===== src/rtl/wb_arb_pkg.sv =====
// Shared types, bus widths and the round-robin search helper for the Wishbone RAM arbiter.
package wb_arb_pkg;

   typedef enum logic {IDLE, GRANTED} arb_state_t;

   localparam int unsigned WB_ADR_W    = 32;
   localparam int unsigned WB_DAT_W    = 32;
   localparam int unsigned WB_SEL_W    = 4;
   localparam int unsigned MAX_MASTERS = 8;

   // First requester strictly after `last`, wrapping modulo n; all zero if nobody requests.
   function automatic logic [MAX_MASTERS-1:0] rr_pick(input logic [MAX_MASTERS-1:0] req,
                                                      input int unsigned           last,
                                                      input int unsigned           n);
      logic [MAX_MASTERS-1:0] gnt;
      logic                   found;
      logic [2:0]             idx;
      gnt   = '0;
      found = 1'b0;
      for (int unsigned off = 1; off <= MAX_MASTERS; off++) begin
         idx = 3'((last + off) % n);
         if (off <= n && !found && req[idx]) begin
            gnt[idx] = 1'b1;
            found    = 1'b1;
         end
      end
      return gnt;
   endfunction

endpackage


===== src/rtl/rr_priority_picker.sv =====
// Combinational round-robin search: one-hot grant and its index for the next requester.
module rr_priority_picker
   import wb_arb_pkg::*;
#(
   parameter int unsigned N_MASTERS = 3
) (
   input  logic [N_MASTERS-1:0]         req_i,
   input  logic [$clog2(N_MASTERS)-1:0] last_i,
   output logic [N_MASTERS-1:0]         grant_o,
   output logic [$clog2(N_MASTERS)-1:0] idx_o,
   output logic                         valid_o
);

   localparam int unsigned IdxW = $clog2(N_MASTERS);

   logic [MAX_MASTERS-1:0] req_ext;
   logic [MAX_MASTERS-1:0] pick_all;
   logic                   unused_pick;

   always_comb begin
      req_ext                = '0;
      req_ext[N_MASTERS-1:0] = req_i;
      pick_all               = rr_pick(req_ext, 32'(last_i), N_MASTERS);
      grant_o                = pick_all[N_MASTERS-1:0];
      valid_o                = |req_i;
      idx_o                  = '0;
      for (int unsigned i = 0; i < N_MASTERS; i++) begin
         if (pick_all[i]) begin
            idx_o = IdxW'(i);
         end
      end
   end

   assign unused_pick = ^pick_all;

endmodule


===== src/rtl/wb_ram_arbiter.sv =====
// Round-robin Wishbone arbiter sharing one RAM slave port between N masters.
// Optional watchdog enabled by defining WB_ARB_TIMEOUT_EN.
module wb_ram_arbiter
   import wb_arb_pkg::*;
#(
   parameter int unsigned N_MASTERS      = 3,
   parameter int unsigned TIMEOUT_CYCLES = 1024
) (
   input  logic                          p_clk,
   input  logic                          p_reset,
   input  logic [N_MASTERS-1:0]          m_CYC_I,
   input  logic [N_MASTERS-1:0]          m_STB_I,
   input  logic [N_MASTERS-1:0]          m_WE_I,
   input  logic [N_MASTERS-1:0]          m_LOCK_I,
   input  logic [WB_ADR_W*N_MASTERS-1:0] m_ADR_I,
   input  logic [WB_DAT_W*N_MASTERS-1:0] m_DAT_I,
   input  logic [WB_SEL_W*N_MASTERS-1:0] m_SEL_I,
   output logic [WB_DAT_W-1:0]           m_DAT_O,
   output logic [N_MASTERS-1:0]          m_ACK_O,
   output logic [N_MASTERS-1:0]          m_ERR_O,
   output logic [N_MASTERS-1:0]          m_RTY_O,
   output logic                          s_CYC_O,
   output logic                          s_STB_O,
   output logic                          s_WE_O,
   output logic                          s_LOCK_O,
   output logic [WB_ADR_W-1:0]           s_ADR_O,
   output logic [WB_DAT_W-1:0]           s_DAT_O,
   output logic [WB_SEL_W-1:0]           s_SEL_O,
   input  logic [WB_DAT_W-1:0]           s_DAT_I,
   input  logic                          s_ACK_I,
   input  logic                          s_ERR_I,
   input  logic                          s_RTY_I,
   output logic [N_MASTERS-1:0]          grant_o,
   output logic                          timeout_o
);

   localparam int unsigned IdxW = $clog2(N_MASTERS);

   arb_state_t           state_q, state_d;
   logic [N_MASTERS-1:0] grant_q, grant_d;
   logic [IdxW-1:0]      last_q, last_d;
   logic [N_MASTERS-1:0] pick_gnt;
   logic [IdxW-1:0]      pick_idx;
   logic                 pick_vld;
   logic                 tmo_fire;

   rr_priority_picker #(
      .N_MASTERS(N_MASTERS)
   ) u_picker (
      .req_i  (m_CYC_I),
      .last_i (last_q),
      .grant_o(pick_gnt),
      .idx_o  (pick_idx),
      .valid_o(pick_vld)
   );

`ifdef WB_ARB_TIMEOUT_EN
   logic [15:0] cnt_q, cnt_d;
   logic        timeout_q, timeout_d;

   assign tmo_fire = (state_q == GRANTED) && (cnt_q == 16'(TIMEOUT_CYCLES));

   always_comb begin
      cnt_d     = cnt_q;
      timeout_d = timeout_q | tmo_fire;
      if (state_q == IDLE || s_ACK_I || s_ERR_I || s_RTY_I) begin
         cnt_d = '0;
      end else if (s_STB_O) begin
         cnt_d = cnt_q + 16'd1;
      end
   end

   always_ff @(posedge p_clk) begin
      if (p_reset) begin
         cnt_q     <= '0;
         timeout_q <= 1'b0;
      end else begin
         cnt_q     <= cnt_d;
         timeout_q <= timeout_d;
      end
   end

   assign timeout_o = timeout_q;
`else
   logic unused_tmo_cfg;
   assign unused_tmo_cfg = ^TIMEOUT_CYCLES;
   assign tmo_fire       = 1'b0;
   assign timeout_o      = 1'b0;
`endif

   // last_q doubles as the granted index while GRANTED.
   always_comb begin
      s_CYC_O  = 1'b0;
      s_STB_O  = 1'b0;
      s_WE_O   = 1'b0;
      s_LOCK_O = 1'b0;
      s_ADR_O  = '0;
      s_DAT_O  = '0;
      s_SEL_O  = '1;
      m_ACK_O  = '0;
      m_ERR_O  = '0;
      m_RTY_O  = '0;
      m_DAT_O  = s_DAT_I;
      if (state_q == GRANTED) begin
         s_CYC_O  = m_CYC_I[last_q] & ~tmo_fire;
         s_STB_O  = m_STB_I[last_q] & ~tmo_fire;
         s_WE_O   = m_WE_I[last_q];
         s_LOCK_O = m_LOCK_I[last_q];
         s_ADR_O  = m_ADR_I[WB_ADR_W*last_q +: WB_ADR_W];
         s_DAT_O  = m_DAT_I[WB_DAT_W*last_q +: WB_DAT_W];
         s_SEL_O  = m_SEL_I[WB_SEL_W*last_q +: WB_SEL_W];
         m_ACK_O  = grant_q & {N_MASTERS{s_ACK_I}};
         m_ERR_O  = grant_q & {N_MASTERS{s_ERR_I | tmo_fire}};
         m_RTY_O  = grant_q & {N_MASTERS{s_RTY_I}};
      end
   end

   always_comb begin
      state_d = state_q;
      grant_d = grant_q;
      last_d  = last_q;
      unique case (state_q)
         IDLE: begin
            if (pick_vld) begin
               state_d = GRANTED;
               grant_d = pick_gnt;
               last_d  = pick_idx;
            end
         end
         GRANTED: begin
            if (tmo_fire || (!m_CYC_I[last_q] && !m_LOCK_I[last_q])) begin
               state_d = IDLE;
               grant_d = '0;
            end
         end
      endcase
   end

   always_ff @(posedge p_clk) begin
      if (p_reset) begin
         state_q <= IDLE;
         grant_q <= '0;
         last_q  <= IdxW'(N_MASTERS - 1);
      end else begin
         state_q <= state_d;
         grant_q <= grant_d;
         last_q  <= last_d;
      end
   end

   assign grant_o = grant_q;

endmodule


===== config.mk =====
export PLATFORM = sky130hd
export DESIGN_NAME = wb_ram_arbiter
export DESIGN_NICKNAME = d
export VERILOG_FILES = /design/src/rtl/wb_arb_pkg.sv /design/src/rtl/rr_priority_picker.sv /design/src/rtl/wb_ram_arbiter.sv
export SDC_FILE = /design/constraint.sdc
export NUM_CORES = 1
export LEC_CHECK = 0
export ABC_AREA = 1
export BUFFER_PORTS_ARGS = -buffer_cell sky130_fd_sc_hd__buf_2
export CORE_AREA = 2 2 146 148
export DETAILED_ROUTE_END_ITERATION = 10
export DIE_AREA = 0 0 148 150
export HOLD_SLACK_MARGIN = 0.1
export MAX_ROUTING_LAYER = met4
export SYNTH_ARGS = -nofsm -noshare
export SYNTH_HDL_FRONTEND = slang
export SYNTH_SLANG_ARGS = --single-unit
export TNS_END_PERCENT = 30

===== constraint.sdc =====
create_clock -name p_clk -period 2 [get_ports p_clk]
set_input_delay 0.4 -clock p_clk [delete_from_list [all_inputs] [get_ports p_clk]]
set_output_delay 0.4 -clock p_clk [all_outputs]
set_load 0.01 [all_outputs]

Word-level counts from Yosys, hierarchy flattened
Cells that the tools add are included.
{"block": "totals", "in_bits": 253, "ff_bits": 6, "elab_cells": 83, "output_inout_bits": 117}
{"block": "classes", "add_sub_neg": 3, "n_lt_le_gt_ge": 7, "reduce_logical": 13, "bitwise_logic": 6, "n_mux": 43, "div_mod_pow": 3, "n_eq_ne": 2, "shift": 3}
{"cell": "$shiftx A96 B8 Y32", "n": 2}
{"cell": "$mod A32 B2 Y32 const B", "n": 3}
{"cell": "$mux W32", "n": 2}
{"cell": "$mux W3", "n": 8}
{"cell": "$mux W1", "n": 19}
{"cell": "$lt A3 B4 Y1 const B", "n": 3}
{"cell": "$shiftx A12 B5 Y4", "n": 1}
{"cell": "$and A3 B3 Y3", "n": 3}
{"cell": "$bmux W1 S3", "n": 3}
{"cell": "$demux W1 S3", "n": 3}
{"cell": "$ge A3 B1 Y1 const B", "n": 3}
{"cell": "$bmux W1 S2", "n": 4}
{"cell": "$add A2 B2 Y3 const B", "n": 2}
{"cell": "$logic_and A1 B1 Y1", "n": 6}
{"cell": "$or A3 B3 Y3", "n": 2}
{"cell": "$pmux W3 S2", "n": 1}
{"cell": "$logic_not A1 Y1", "n": 4}
{"cell": "$mux W4", "n": 1}
{"cell": "$reduce_and A2 Y1", "n": 2}
{"cell": "$add A2 B1 Y3 const B", "n": 1}
{"cell": "$lt A2 B3 Y1 const B", "n": 1}
{"cell": "$reduce_or A3 Y1", "n": 1}
{"cell": "$mux W2", "n": 1}
{"cell": "$ne A2 B1 Y1 const B", "n": 1}
{"cell": "3 further kinds", "n": 3}

Longest topological paths before layout
{"block": "logic_depth", "depth_word": 13, "depth_mapped": 16, "depth_no_buf": 13}

Modules after synthesis
A second synthesis with hierarchy kept.
{"block": "hier_totals", "cells_unflattened": 547, "area_unflattened_um2": 2705.1}
{"module": "wb_ram_arbiter", "seq_area_each_um2": 120.1, "cells_each": 477, "instances": 1, "area_each_um2": 2275.9}
{"module": "rr_priority_picker", "seq_area_each_um2": 0.0, "cells_each": 70, "instances": 1, "area_each_um2": 429.2}

Worst setup path after synthesis
OpenSTA, ideal clock, no wires.
{"block": "synth_path", "kind": "reg2reg", "from": "register last_q[0]", "to": "register last_q[0]", "arrival_ns": 2.016, "path_stages_with_launch": 15, "path_slack_ns": -0.130, "setup_ns": 0.114, "path_cell_list": "dfxtp_1 buf_6 inv_4 buf_6 clkbuf_1 ha_1 nand2_1 a21oi_4 nand2_2 nand3_1 nand2_1 inv_1 nand2_1 a21oi_1 nor2_1"}
{"block": "synth_between", "elab_chain_len": 13}
{"element": "start: declaration", "line": "wb_ram_arbiter.sv:41", "text": "logic [IdxW-1:0] last_q, last_d;"}
{"element": "start signal: assignment", "line": "wb_ram_arbiter.sv:143", "text": "last_q <= IdxW'(N_MASTERS - 1);"}
{"element": "start signal: assignment", "line": "wb_ram_arbiter.sv:147", "text": "last_q <= last_d;"}
{"element": "$add A2 B1 Y3", "line": "wb_arb_pkg.sv:21", "text": "idx = 3'((last + off) % n);"}
{"element": "$mod A32 B2 Y32", "line": "wb_arb_pkg.sv:21"}
{"element": "$lt A3 B4 Y1 (implied by the code), or another cell as far along", "line": "wb_arb_pkg.sv:23", "text": "gnt[idx] = 1'b1;"}
{"element": "$logic_and A1 B1 Y1 (implied by the code) / $mux W1 (equally long branches)", "line": "wb_arb_pkg.sv:23, wb_arb_pkg.sv:22"}
{"element": "$mux W1 (on tied branches)", "line": "wb_arb_pkg.sv:23, wb_arb_pkg.sv:22"}
{"element": "$demux W1 S3 / $logic_not A1 Y1 (equally long branches)"}
{"element": "$mux W3 / $logic_and A1 B1 Y1 (equally long branches)", "line": "wb_arb_pkg.sv:22", "text": "if (off <= n && !found && req[idx]) begin"}
{"element": "$or A3 B3 Y3 (no line) / $mux W1 (equally long branches)"}
{"element": "$mux W3 / $logic_not A1 Y1 (equally long branches)", "line": "wb_arb_pkg.sv:22"}
{"element": "$or A3 B3 Y3 (no line) / $logic_and A1 B1 Y1 (equally long branches)"}
{"element": "$mux W3 (*)", "line": "wb_arb_pkg.sv:22"}
{"element": "$mux W1", "line": "rr_priority_picker.sv:28", "text": "if (pick_all[i]) begin"}
{"element": "$mux W2 (*)", "line": "rr_priority_picker.sv:28"}
Every way passes the cells marked *; elsewhere a longest branch is shown, timed or not. The select of a mux whose other input is x is not followed.
A chain may end at the register's enable or synchronous reset.

Worst setup path after layout
{"block": "layout_path", "from": "register last_q[0]", "to": "output port s_ADR_O[16]"}
{"block": "layout_between", "elab_chain_len": 2}
{"element": "$shiftx A96 B8 Y32", "line": "wb_ram_arbiter.sv:109", "text": "s_ADR_O = m_ADR_I[WB_ADR_W*last_q +: WB_ADR_W];"}
{"element": "$mux W32", "line": "wb_ram_arbiter.sv:104", "text": "if (state_q == GRANTED) begin"}
{"element": "end: declaration", "line": "wb_ram_arbiter.sv:26", "text": "output logic [WB_ADR_W-1:0] s_ADR_O,"}
No other way between the ends.

==> impl_metrics.toml <==
[outcome]
status = "finished, final reports clean"

[placement]
numPortBuffers = 304
gp_congestion = 0.7593
dp_slack_ps = 92.51
dpl.hpwl_um = 11080

[route]
wl_met2_um = 6913
drtAntennaViolNets = 0
drt_first_pass_iters = 6
route.detailed.drc = 0
viasPerCell = 4.052
vias = 4336
wl_met1_um = 5624
drtIter0Drc = 162
wl_met3_um = 1127
drt_wl_total_um = 13820
topRoutingLayerUsed = "met4"
post_drt_wl_per_cell_um = 12.91

[pwr]
p_sw_frac = 0.5695
p_int_mw = 2.104
p_clk_frac = 0.067
pwr-share-seq = 0.052
power_density_mw_per_mm2 = 1101
max-vdd-ir-drop_mv = 0.4545
power_frac_comb = 0.881
p_leak_nw = 2.493
p_switching_mw = 2.784

[grt]
grt_pass1_wl_um = 19640
grt_max_degree = 46
grt_overflow = 0
grtUsageTotal = 0.1130
grt_antenna_before_repair = 1
grt_pass1_vias = 3904

[synthesis]
synth-edff-count = 0
synth_area_mm2 = 0.002621
syn_inst = 537
synth.area.mux_share = 0
postSynthAreaPerCell_um2 = 4.881
synth_fa_ha_area_frac = 0.03819
synthArstFlopShare = 0
synth_compound_area_frac = 0.3036
synth_cell_type_count = 29
synth_fp_nets = 798
synth_top_family_by_area = "simple AND/OR/NAND/NOR gates"
yosys.area.top_type = "nor2_1"
synth_ff_type = "dfxtp_1"
synth_commonest_cells = "nor2_1, nand2_1, a21oi_1"
ys_top_cells_by_area = "nor2_1, nand2_1, a21oi_1, o21ai_0, buf_4"
synth_seq_cells = 6
synth-xor-area-share = 0
synth_simple_gate_area_share = 0.4138
ys_warn_count = 0
ys_seq_area_frac = 0.04582
synth.most_common_cell = "nor2_1"
synth_top_cell_area_share = 0.2234

[floorplan]
start_util = 0.1267
die_area_mm2 = 0.02220
die_y_um = 150
die_w_um = 148
num_io_pins = 370
rows = 53
core_mm2 = 0.02069

[clock_tree]
cts_root_buf = "clkbuf_16"
cts_hold_buf = 0
htreeDepth = 1
clk_pin_slew_worst_paths_ps = 30
cts_tree = "yes"
clockBufferDepth = 2
cts_num_sinks = 6
cts-buffers-inserted = 3
clock_latency_ps = 230

[timing]
final_hold_viol_count = 0
fin_hold_ws_ps = 385.2
rsz0062_at_grt = "yes"
setup_ws_ps = 64.61
setup_viol = 0
slew_violations = 0
max_freq_mhz = 516.7
clock_skew_ps = 0.8848
setup_tns_ps = 0
fin_crit_sh = 0.9677
fin_crit_ps = 1935

[final_layout]
nFillCells = 2397
multiInputGateArea_mm2 = 0.002001
regArea_um2 = 125.1
final_nets = 1057
drive_above_1_share = 0.4345
area_growth_pct = 69.45

[min_path]
hold_class = "primary input to flip-flop"
holdPathStages = 2

[setup_path]
critPathRequiredTime_ps = 1600
endpoint_kind = "primary output"
slowest_stage = "dfxtp_4"
ff2ff_path_depth = 12
worstSetupStartpointType = "flip-flop"
crit_arrival_ps = 1540
path_max_fanout = 23
crit_type = "flip-flop to primary output"
slowest_delay_ps = 370
path_cells = "inv_6 -> buf_4 -> o21ai_0 -> a21oi_1 -> buf_2"

[job]
max_cap_violations = 0
## sequential cells by signal, summed over array words and instances (netlist names)
register	flops
state_q	1
grant_o	3
last_q	2
## worst paths after layout
kind | start | endpoint | slack, ps
setup reg to reg | last_q[0]$_SDFFE_PP0P_ | last_q[0]$_SDFFE_PP0P_ | 150
hold reg to reg | grant_o[1]$_SDFFE_PP0P_ | grant_o[1]$_SDFFE_PP0P_ | 480
hold / removal | p_reset | grant_o[1]$_SDFFE_PP0P_ | 390
setup / recovery | last_q[0]$_SDFFE_PP0P_ | s_ADR_O[16] | 60
## area by class of cell
| class | instances | area share |
|---|---|---|
| Antenna cell | 1 | 0.0005634 |
| Clock buffer | 3 | 0.01690 |
| Inverter | 20 | 0.02141 |
| Multi-Input combinational cell | 439 | 0.4504 |
| Sequential cell | 6 | 0.02817 |
| Tap cell | 275 | 0.07746 |
| Timing Repair Buffer | 326 | 0.4051 |
## critical path, delay by kind of cell (launching register included)
kind	cells	cell delay [ps]
flops	1	370
compound gates	2	380
buf+inv	3	540
## logic make-up (layout without fill, tap and decap cells)
family,Yosys count,count (layout)
AO/OA/AOI/OAI,152,152
AND/OR/NAND/NOR,278,278
adder cells (fa/ha/maj),8,8
other,1,2
buffers and inverters,92,349
flip-flops,6,6
## through the flow
step / cells / instance area, um2 / power, mW / util
2_1_floorplan: 537 / 2639 / 2.942 / -
3_3_place_gp: 1065 / 4314 / 4.420 / 0.2085
3_5_place_dp: 1065 / 4314 / 4.463 / 0.2085
4_1_cts: 1068 / 4400 / 4.833 / 0.2127
5_1_grt: 1070 / 4442 / 5.441 / 0.2147
6_report: 1070 / 4442 / 4.888 / 0.2147
## routing by layer
layer,global-route usage,up-vias
met3,0.01860,13
li1,-,2216
met1,0.1274,1885
met5,-,-
met4,0.02048,0
met2,0.2113,222
## power groups by stage
stage	combinational (mW)	sequential, mW	clock [mW]
after global placement	4.18	0.244	0
final	4.31	0.254	0.329
after CTS	4.25	0.247	0.333
after global routing	4.83	0.265	0.345
after detailed placement	4.22	0.247	0
after floorplan	2.72	0.222	0
## what timing repair did
item	CTS	global route
cloned	0	1
resized for setup	2	4
buffers inserted	0	0
endpoints found under the setup margin	19	38
## cell usage in the layout (no fill, tap or decap), drive strengths merged
cell and n:
o211ai 5, nor2 157, o31ai 1, diode 1, a31oi 1, o21ai 72
ha 8, a21oi 73, clkinv 1, inv 19, conb 1, nand4 3
clkbuf 4, buf 325, nand2 106, nand3 11, dfxtp 6, nand3b 1
Note: power is estimated with default switching activity, not from simulation.
